**src/rtl/pipe_hazard_ctrl.sv**
```systemverilog
// Pipeline hazard sequencer: stage enables/flushes, load-use and branch-operand
// stalls, and a multi-cycle divide freeze. Optional counters: PIPE_HAZARD_STATS_EN.
module pipe_hazard_ctrl #(
  parameter int unsigned DIV_CYCLES = 32,
  parameter int unsigned CW         = 8
) (
  input  logic        clk,
  input  logic        rst,
  input  logic [4:0]  rs_d,
  input  logic [4:0]  rt_d,
  input  logic        branch_d,
  input  logic        pcsrc_d,
  input  logic        jump_d,
  input  logic [4:0]  rt_e,
  input  logic [4:0]  write_reg_e,
  input  logic        regwrite_e,
  input  logic        memtoreg_e,
  input  logic        div_start_e,
  input  logic [4:0]  write_reg_m,
  input  logic        memtoreg_m,
  output logic        en_f,
  output logic        en_d,
  output logic        en_e,
  output logic        en_m,
  output logic        en_w,
  output logic        flush_d,
  output logic        flush_e,
  output logic        flush_m,
  output logic        div_busy,
  output logic        div_done
`ifdef PIPE_HAZARD_STATS_EN
  ,
  output logic [31:0] stall_cnt,
  output logic [31:0] flush_cnt
`endif
);

  typedef enum logic [1:0] {StIdle, StBusy, StDone} state_e;

  state_e          state_q;
  logic [CW-1:0]   cnt_q;
  logic            div_stall;
  logic            lw_stall;
  logic            br_stall;
  logic            hit_e;
  logic            hit_m;

  // Counter loads DIV_CYCLES-2: the issue cycle and the count-0 cycle are both stalls.
  always_ff @(posedge clk or posedge rst) begin
    if (rst) begin
      state_q <= StIdle;
      cnt_q   <= '0;
    end else begin
      case (state_q)
        StIdle: begin
          if (div_start_e) begin
            state_q <= StBusy;
            cnt_q   <= CW'(DIV_CYCLES - 2);
          end
        end
        StBusy: begin
          if (cnt_q == '0) begin
            state_q <= StDone;
          end else begin
            cnt_q <= cnt_q - CW'(1);
          end
        end
        StDone:  state_q <= StIdle;
        default: state_q <= StIdle;
      endcase
    end
  end

  always_comb begin
    div_stall = !rst && ((state_q == StIdle && div_start_e) || state_q == StBusy);
    lw_stall  = memtoreg_e && (rt_e != 5'd0) && (rt_e == rs_d || rt_e == rt_d);
    hit_e     = regwrite_e && (write_reg_e != 5'd0) &&
                (write_reg_e == rs_d || write_reg_e == rt_d);
    hit_m     = memtoreg_m && (write_reg_m != 5'd0) &&
                (write_reg_m == rs_d || write_reg_m == rt_d);
    br_stall  = branch_d && (hit_e || hit_m);

    en_f     = 1'b1;
    en_d     = 1'b1;
    en_e     = 1'b1;
    en_m     = 1'b1;
    en_w     = 1'b1;
    flush_d  = 1'b0;
    flush_e  = 1'b0;
    flush_m  = 1'b0;
    div_busy = div_stall;
    div_done = !rst && (state_q == StDone);

    // Reset forces the pass-through pattern regardless of what the stages present.
    if (rst) begin
      div_busy = 1'b0;
    end else if (div_stall) begin
      en_f    = 1'b0;
      en_d    = 1'b0;
      en_e    = 1'b0;
      flush_m = 1'b1;
    end else if (lw_stall || br_stall) begin
      en_f    = 1'b0;
      en_d    = 1'b0;
      flush_e = 1'b1;
    end else if (pcsrc_d || jump_d) begin
      flush_d = 1'b1;
    end
  end

`ifdef PIPE_HAZARD_STATS_EN
  always_ff @(posedge clk or posedge rst) begin
    if (rst) begin
      stall_cnt <= '0;
      flush_cnt <= '0;
    end else begin
      if (!en_f && stall_cnt != 32'hFFFF_FFFF) stall_cnt <= stall_cnt + 32'd1;
      if (flush_d && flush_cnt != 32'hFFFF_FFFF) flush_cnt <= flush_cnt + 32'd1;
    end
  end
`else
  // Statistics disabled: no counter state exists in this build.
`endif

endmodule

```
**config.mk**
```make
export PLATFORM = sky130hd
export DESIGN_NAME = pipe_hazard_ctrl
export DESIGN_NICKNAME = d
export VERILOG_FILES = /design/src/rtl/pipe_hazard_ctrl.sv
export SDC_FILE = /design/constraint.sdc
export NUM_CORES = 1
export LEC_CHECK = 0
export ABC_AREA = 1
export BUFFER_PORTS_ARGS = -buffer_cell sky130_fd_sc_hd__buf_4
export CAP_MARGIN = 25
export CORE_UTILIZATION = 35
export CTS_CLUSTER_SIZE = 12
export DETAILED_ROUTE_END_ITERATION = 16
export PLACE_DENSITY = 0.58
export RECOVER_POWER = 25
export SETUP_SLACK_MARGIN = 0.02
export SLEW_MARGIN = 10
export SYNTH_ARGS = -nofsm -noshare
export SYNTH_HDL_FRONTEND = slang
export SYNTH_SLANG_ARGS = --single-unit
```
**constraint.sdc**
```tcl
create_clock -name clk -period 1.6 [get_ports clk]
set_clock_uncertainty 0.15 [all_clocks]
set_input_delay 0.4 -clock clk [delete_from_list [all_inputs] [get_ports clk]]
set_output_delay 0.4 -clock clk [all_outputs]
set_load 0.02 [all_outputs]
```
==> results of run 1 <==
[repair_timing]
item                       4_1_cts  5_1_grt
setup buffers                    5        1
cloned                           0        0
hold buffers                     0        0
resized for setup               25       67
setup endpoints to repair        8       15
pin swaps                       24       30
[cell type report]
cell class | count | area share [%]
Timing Repair Buffer | 61 | 28.96
Multi-Input combinational cell | 151 | 45.94
Clock buffer | 4 | 1.772
Inverter | 38 | 8.369
Sequential cell | 10 | 12.28
Tap cell | 44 | 2.688
[per-layer routing]
metal | GRT usage, % | vias up | part of all wire [%]
li1 | - | 743 | -
met2 | 28.57 | 44 | 45
met5 | 0 | - | 0
met3 | 4.545 | 0 | 7.2
met1 | 27.25 | 593 | 48
met4 | 2.326 | 0 | 0
[critical path, delay by kind of cell]
family,cells,cell delay (ps)
buffers and inverters,3,280
AND/OR/NAND/NOR,10,700
[sequential cells by signal, indices dropped and copies added (netlist names)]
signal and flops:
cnt_q 8, state_q 2
[cells in the final DEF (no fill, tap or decap), types with 5 or more instances in the layout]
cell,synthesis,final
nand4_1,5,5
inv_4,0,8
nor2_4,1,6
dfrtp_1,10,9
xor2_1,7,7
o21ai_1,5,7
nor2_1,22,14
nand2_1,66,42
inv_2,13,16
nand2_2,3,25
buf_4,4,25
nand3_1,12,10
xnor2_1,6,5
buf_6,1,33
inv_1,25,12
[logic make-up after synthesis]
logic type	after synthesis	share of synthesized area [%]
buffers and inverters	43	15.56
other	1	0.3172
AOI/OAI and AO/OA	17	7.514
xor gates and xnor gates	13	9.630
and+or+nand+nor	117	43.70
adders and majority gates	2	2.116
DFF	10	21.16
[power groups by stage]
stage	clock (mW)	sequential (mW)	combinational, mW
3_3_place_gp	0	0.439	0.972
4_1_cts	0.237	0.443	1.10
2_1_floorplan	0	0.422	0.655
3_5_place_dp	0	0.435	0.974
5_1_grt	0.247	0.463	1.40
6_report	0.232	0.449	1.28
[final timing paths]
kind / end / slack [ps] / depth (start not counted)
max: en_f / -330 / 13
min: cnt_q[3]$_DFFE_PP0P_ / 30 / 3
max reg2reg: cnt_q[2]$_DFFE_PP0P_ / 20 / 9
min reg2reg: cnt_q[4]$_DFFE_PP0P_ / 400 / 2
max in group asynchronous: state_q[0]$_DFFE_PP0P_ / 910 / 3
min in group clk: cnt_q[4]$_DFFE_PP0P_ / 400 / 2
==> impl_metrics.json, run 1 <==
{
  "status": "finished, violations left",
  "violations": "setup timing",
  "yosys.area.top_type": "dfrtp_1",
  "switching_power_mw": 0.8549,
  "gp_congestion": 0.7968,
  "pwr-share-seq_pct": 22.9,
  "area_delta_synth_final_pct": 73.23,
  "grt_max_degree": 8,
  "max-cap-violations": 0,
  "io_pins": 44,
  "fmax_mhz": 517.8,
  "end_kind": "output port",
  "ys.warnings.count": 0,
  "finalCritPeriodShare_pct": 120.7,
  "fin_total_pwr_mw": 1.959,
  "drt-vias-per-instance": 4.481,
  "p_int_mw": 1.104,
  "synth.avg_cell_area_um2": 5.825,
  "synth_edf_count": 0,
  "pre_cts_slack_ps": -413.0,
  "p_sw_share_pct": 43.64,
  "grt_overflow_total": 0,
  "via_count": 1380,
  "hold_ws_ps": 31.25,
  "cts_made_buffers": 3,
  "nNetsFinal": 301,
  "setup_viol": 8,
  "cts_htree_levels": 1,
  "rows": 20,
  "seq_area_frac_synth_pct": 21.16,
  "worst-setup-path-type": "primary input to output port",
  "track_usage_pct": 18.79,
  "core_region_area_um2": 3128,
  "synth_flop_cell": "dfrtp_1",
  "clock_path_buffers": 2,
  "drt-wirelength-per-cell_um": 10.70,
  "peakVddDrop_v": 0.0007777,
  "grt_pass1_vias": 1219,
  "insertion_delay_ps": 270,
  "clockPowerShare_pct": 11.9,
  "synth-seq-cells": 10,
  "drive_above_1_share_pct": 53.03,
  "regArea_um2": 251.5,
  "crit_chain": "buf_4 > inv_1 > nand2_1 > nand2_1 > nor2_1 > nand3_1 > nand2_1 > nand2_1 > nand2_1 > nand2_2 > nand3_2 > nand2_4 > buf_6",
  "synthTopCellsByArea": "dfrtp_1 21%, nand2_1 21%, inv_1 7.9%",
  "hpwl_mm": 2.523,
  "grt_pass1_wl_mm": 5.175,
  "die_w_um": 60.12,
  "drt_iter0_markers": 59,
  "min_path_type": "primary input to asynchronous set/reset pin",
  "multiInputGateArea_um2": 940.9,
  "synth_cells": 203,
  "crit_required_ps": 1050,
  "finalHoldViolations": 0,
  "reg2reg_from": "cnt_q[3]$_DFFE_PP0P_",
  "path_common_cell": "nand2_1",
  "synth_most_common_cell": "nand2_1",
  "placedCellCount": 299,
  "final_area_um2": 2048,
  "slew_viol_final": 0,
  "timing.setup.tns_ps": -2195,
  "wl_mm": 3.295,
  "critPathArrivalTime_ps": 1380,
  "async_reset_ff_share_pct": 100.0,
  "synth_top_area_share_pct": 21.16,
  "rsz0062_at_grt": "yes",
  "path_max_fanout": 3,
  "leakage_nw": 1.063,
  "clock_sinks": 10,
  "synthTopCellsByCount": "66 x nand2_1, 25 x inv_1, 22 x nor2_1, 13 x inv_2, 12 x nand3_1",
  "cts-root-buf": "clkbuf_4",
  "die_h_um": 60.12,
  "critPathLaunchType": "primary input",
  "placed_area_um2": 1667,
  "post-route-min-period_ps": 1931,
  "remaining_drc_errors": 0,
  "fillCellCount": 292,
  "tritoncts": "yes",
  "synth_cell_types": 26,
  "final.setup.worst_slack_ps": -331.1,
  "diodes": 0,
  "critPathSlowestCell": "buf_6",
  "path_clk_slew_ps": 70,
  "antenna_found_initial": 0,
  "die-area_um2": 3614,
  "ant_nets": 0,
  "io_buffer_count": 41,
  "netlist_area_um2": 1182,
  "cp_slowest_stage_delay_ps": 130,
  "start_util_pct": 37.80,
  "final_core_util_pct": 65.48,
  "first_pass_iters": 4,
  "crit_path_start": "write_reg_m[3]",
  "finalNonFillerCells": 308,
  "power_density_nw_per_um2": 956.4,
  "combPwrFrac_pct": 65.2
}
Note: power is estimated with default switching activity, not from simulation.
==> run 2: changes to the inputs <==
CORE_UTILIZATION = 44   (was 35)
PLACE_DENSITY = 0.71   (was 0.58)
==> run 2 against run 1 <==
  * The flow still finishes with violations (setup timing)
  * Worst hold slack improved by 200 ps
  * Maximum frequency shrank 2.6%
  * Via count increased by 0.51%
  * First-iteration DRC count down 54%
  * Wire length rose by 4.9%
  * Critical path type unchanged
==> impl_metrics.json, run 2 (same netlist as run 1, synthesis figures left out) <==
{
  "status": "finished, violations left",
  "violations": "setup timing",
  "layout_common_cells": "56 x nand2_1, 35 x buf_4, 21 x inv_2",
  "combPwrFrac_pct": 65.1,
  "track_usage_pct": 23.31,
  "wl_mm": 3.456,
  "antenna_found_initial": 0,
  "pre_cts_slack_ps": -498.6,
  "placedCellCount": 280,
  "end_kind": "output port",
  "final.setup.worst_slack_ps": -382.0,
  "die-area_um2": 2899,
  "final_core_util_pct": 75.68,
  "path_max_fanout": 3,
  "largestRegisters": "cnt_q (8), state_q (2)",
  "critPathLaunchType": "primary input",
  "remaining_drc_errors": 0,
  "top_register": "cnt_q",
  "crit_chain": "buf_6 > xor2_1 > nor3_2 > nand3_1 > nand2_1 > nand2_2 > nand3_2 > nand2_4 > buf_6",
  "drt_iter0_markers": 27,
  "fin_total_pwr_mw": 1.926,
  "cts-root-buf": "clkbuf_4",
  "drt-vias-per-instance": 4.734,
  "fillCellCount": 204,
  "grt_overflow_total": 0,
  "io_buffer_count": 41,
  "p_int_mw": 1.068,
  "layout_commonest_cell": "nand2_1",
  "drt-wirelength-per-cell_um": 11.80,
  "clock_path_buffers": 2,
  "leakage_nw": 1.014,
  "post-route-min-period_ps": 1982,
  "finalHoldViolations": 0,
  "gp_congestion": 0.8505,
  "cp_slowest_stage_delay_ps": 190,
  "pwr-share-seq_pct": 23.1,
  "min_path_type": "primary input to asynchronous set/reset pin",
  "start_util_pct": 47.30,
  "fmax_mhz": 504.5,
  "crit_family": "simple AND/OR/NAND/NOR gates",
  "switching_power_mw": 0.8579,
  "critPathSlowestCell": "nor3_2",
  "max-cap-violations": 0,
  "clock_sinks": 10,
  "crit_required_ps": 1050,
  "core_region_area_um2": 2500,
  "power_density_nw_per_um2": 1018,
  "cts_htree_levels": 1,
  "path_buf_inv": 2,
  "finalNonFillerCells": 293,
  "insertion_delay_ps": 270,
  "rsz0062_at_grt": "yes",
  "ant_nets": 0,
  "area_delta_synth_final_pct": 60.00,
  "path_clk_slew_ps": 70,
  "p_sw_share_pct": 44.55,
  "worst-setup-path-type": "primary input to output port",
  "finalCritPeriodShare_pct": 123.9,
  "grt_max_degree": 11,
  "first_pass_iters": 4,
  "hold_ws_ps": 232.5,
  "critPathArrivalTime_ps": 1430,
  "nNetsFinal": 300,
  "grt_pass1_vias": 1139,
  "peakVddDrop_v": 0.001344,
  "die_h_um": 53.84,
  "path_common_cell": "buf_6",
  "io_pins": 44,
  "cts_made_buffers": 3,
  "diodes": 0,
  "largest_reg_flops": 8,
  "tritoncts": "yes",
  "via_count": 1387,
  "rows": 18,
  "setup_viol": 9,
  "clockPowerShare_pct": 11.8,
  "hpwl_mm": 2.532,
  "die_w_um": 53.84,
  "slew_viol_final": 0,
  "grt_pass1_wl_mm": 4.857,
  "drive_above_1_share_pct": 47.91
}
==> run 2: worst paths after layout <==
path | start | end | slack (ps) | cells past startpoint
worst max-delay path | rt_e[0] | en_d | -380 | 9
worst min-delay path | rst | state_q[1]$_DFFE_PP0P_ | 230 | 3
worst max register to register | cnt_q[3]$_DFFE_PP0P_ | cnt_q[2]$_DFFE_PP0P_ | 0 | 9
worst min register to register | cnt_q[6]$_DFFE_PP0P_ | cnt_q[6]$_DFFE_PP0P_ | 410 | 2
max in group asynchronous | rst | cnt_q[4]$_DFFE_PP0P_ | 570 | 4
min in group clk | cnt_q[6]$_DFFE_PP0P_ | cnt_q[6]$_DFFE_PP0P_ | 410 | 2
==> run 2: timing repair <==
item / 4_1_cts / 5_1_grt
setup endpoints to repair: 8 / 15
pin swaps: 10 / 25
gates cloned: 0 / 1
buffers inserted: 2 / 6
hold buffers: 1 / 0
gates resized for setup: 21 / 36
endpoints found under the hold margin: 2 / 0
==> run 2: layout make-up <==
cell class | instances | area, um2 | area share [%]
Inverter | 38 | 153.9 | 8.135
Multi-Input combinational cell | 151 | 887.1 | 46.89
Tap cell | 30 | 37.54 | 1.984
Clock buffer | 4 | 36.28 | 1.918
Timing Repair Buffer | 60 | 525.5 | 27.78
Sequential cell | 10 | 251.5 | 13.29
==> run 2: worst register-to-register path: stages, from the launching register on <==
cell and delay, ps:
dfrtp_1 410, inv_2 100, nand2_4 60, nor2_4 150, nand4_4 100, nand2_2 110
nand2_4 90, nand3_4 70, nand2_2 60, or2_1 200
==> run 2: power by group through the flow <==
stage	Sequential [mW]	Clock (mW)	Combinational [mW]
6_report	0.445	0.226	1.25
5_1_grt	0.454	0.244	1.38
4_1_cts	0.438	0.233	1.02
3_5_place_dp	0.436	0	0.940
3_3_place_gp	0.433	0	0.909
2_1_floorplan	0.422	0	0.655
==> run 2: through the flow <==
stage,TNS [ps],area [um2]
2_1_floorplan,-612.9,1236
3_3_place_gp,-2141,1612
3_5_place_dp,-2263,1612
4_1_cts,-2173,1749
5_1_grt,-3297,1892
6_report,-2340,1892
==> run 2: per-layer routing <==
metal  track usage [%]  vias to the layer above  wire [um]
li1                  -                      738          -
met1             31.73                      603       1570
met2             38.48                       44       1692
met3             5.085                        2        184
met4             2.632                        0          8
met5                 0                        -          0
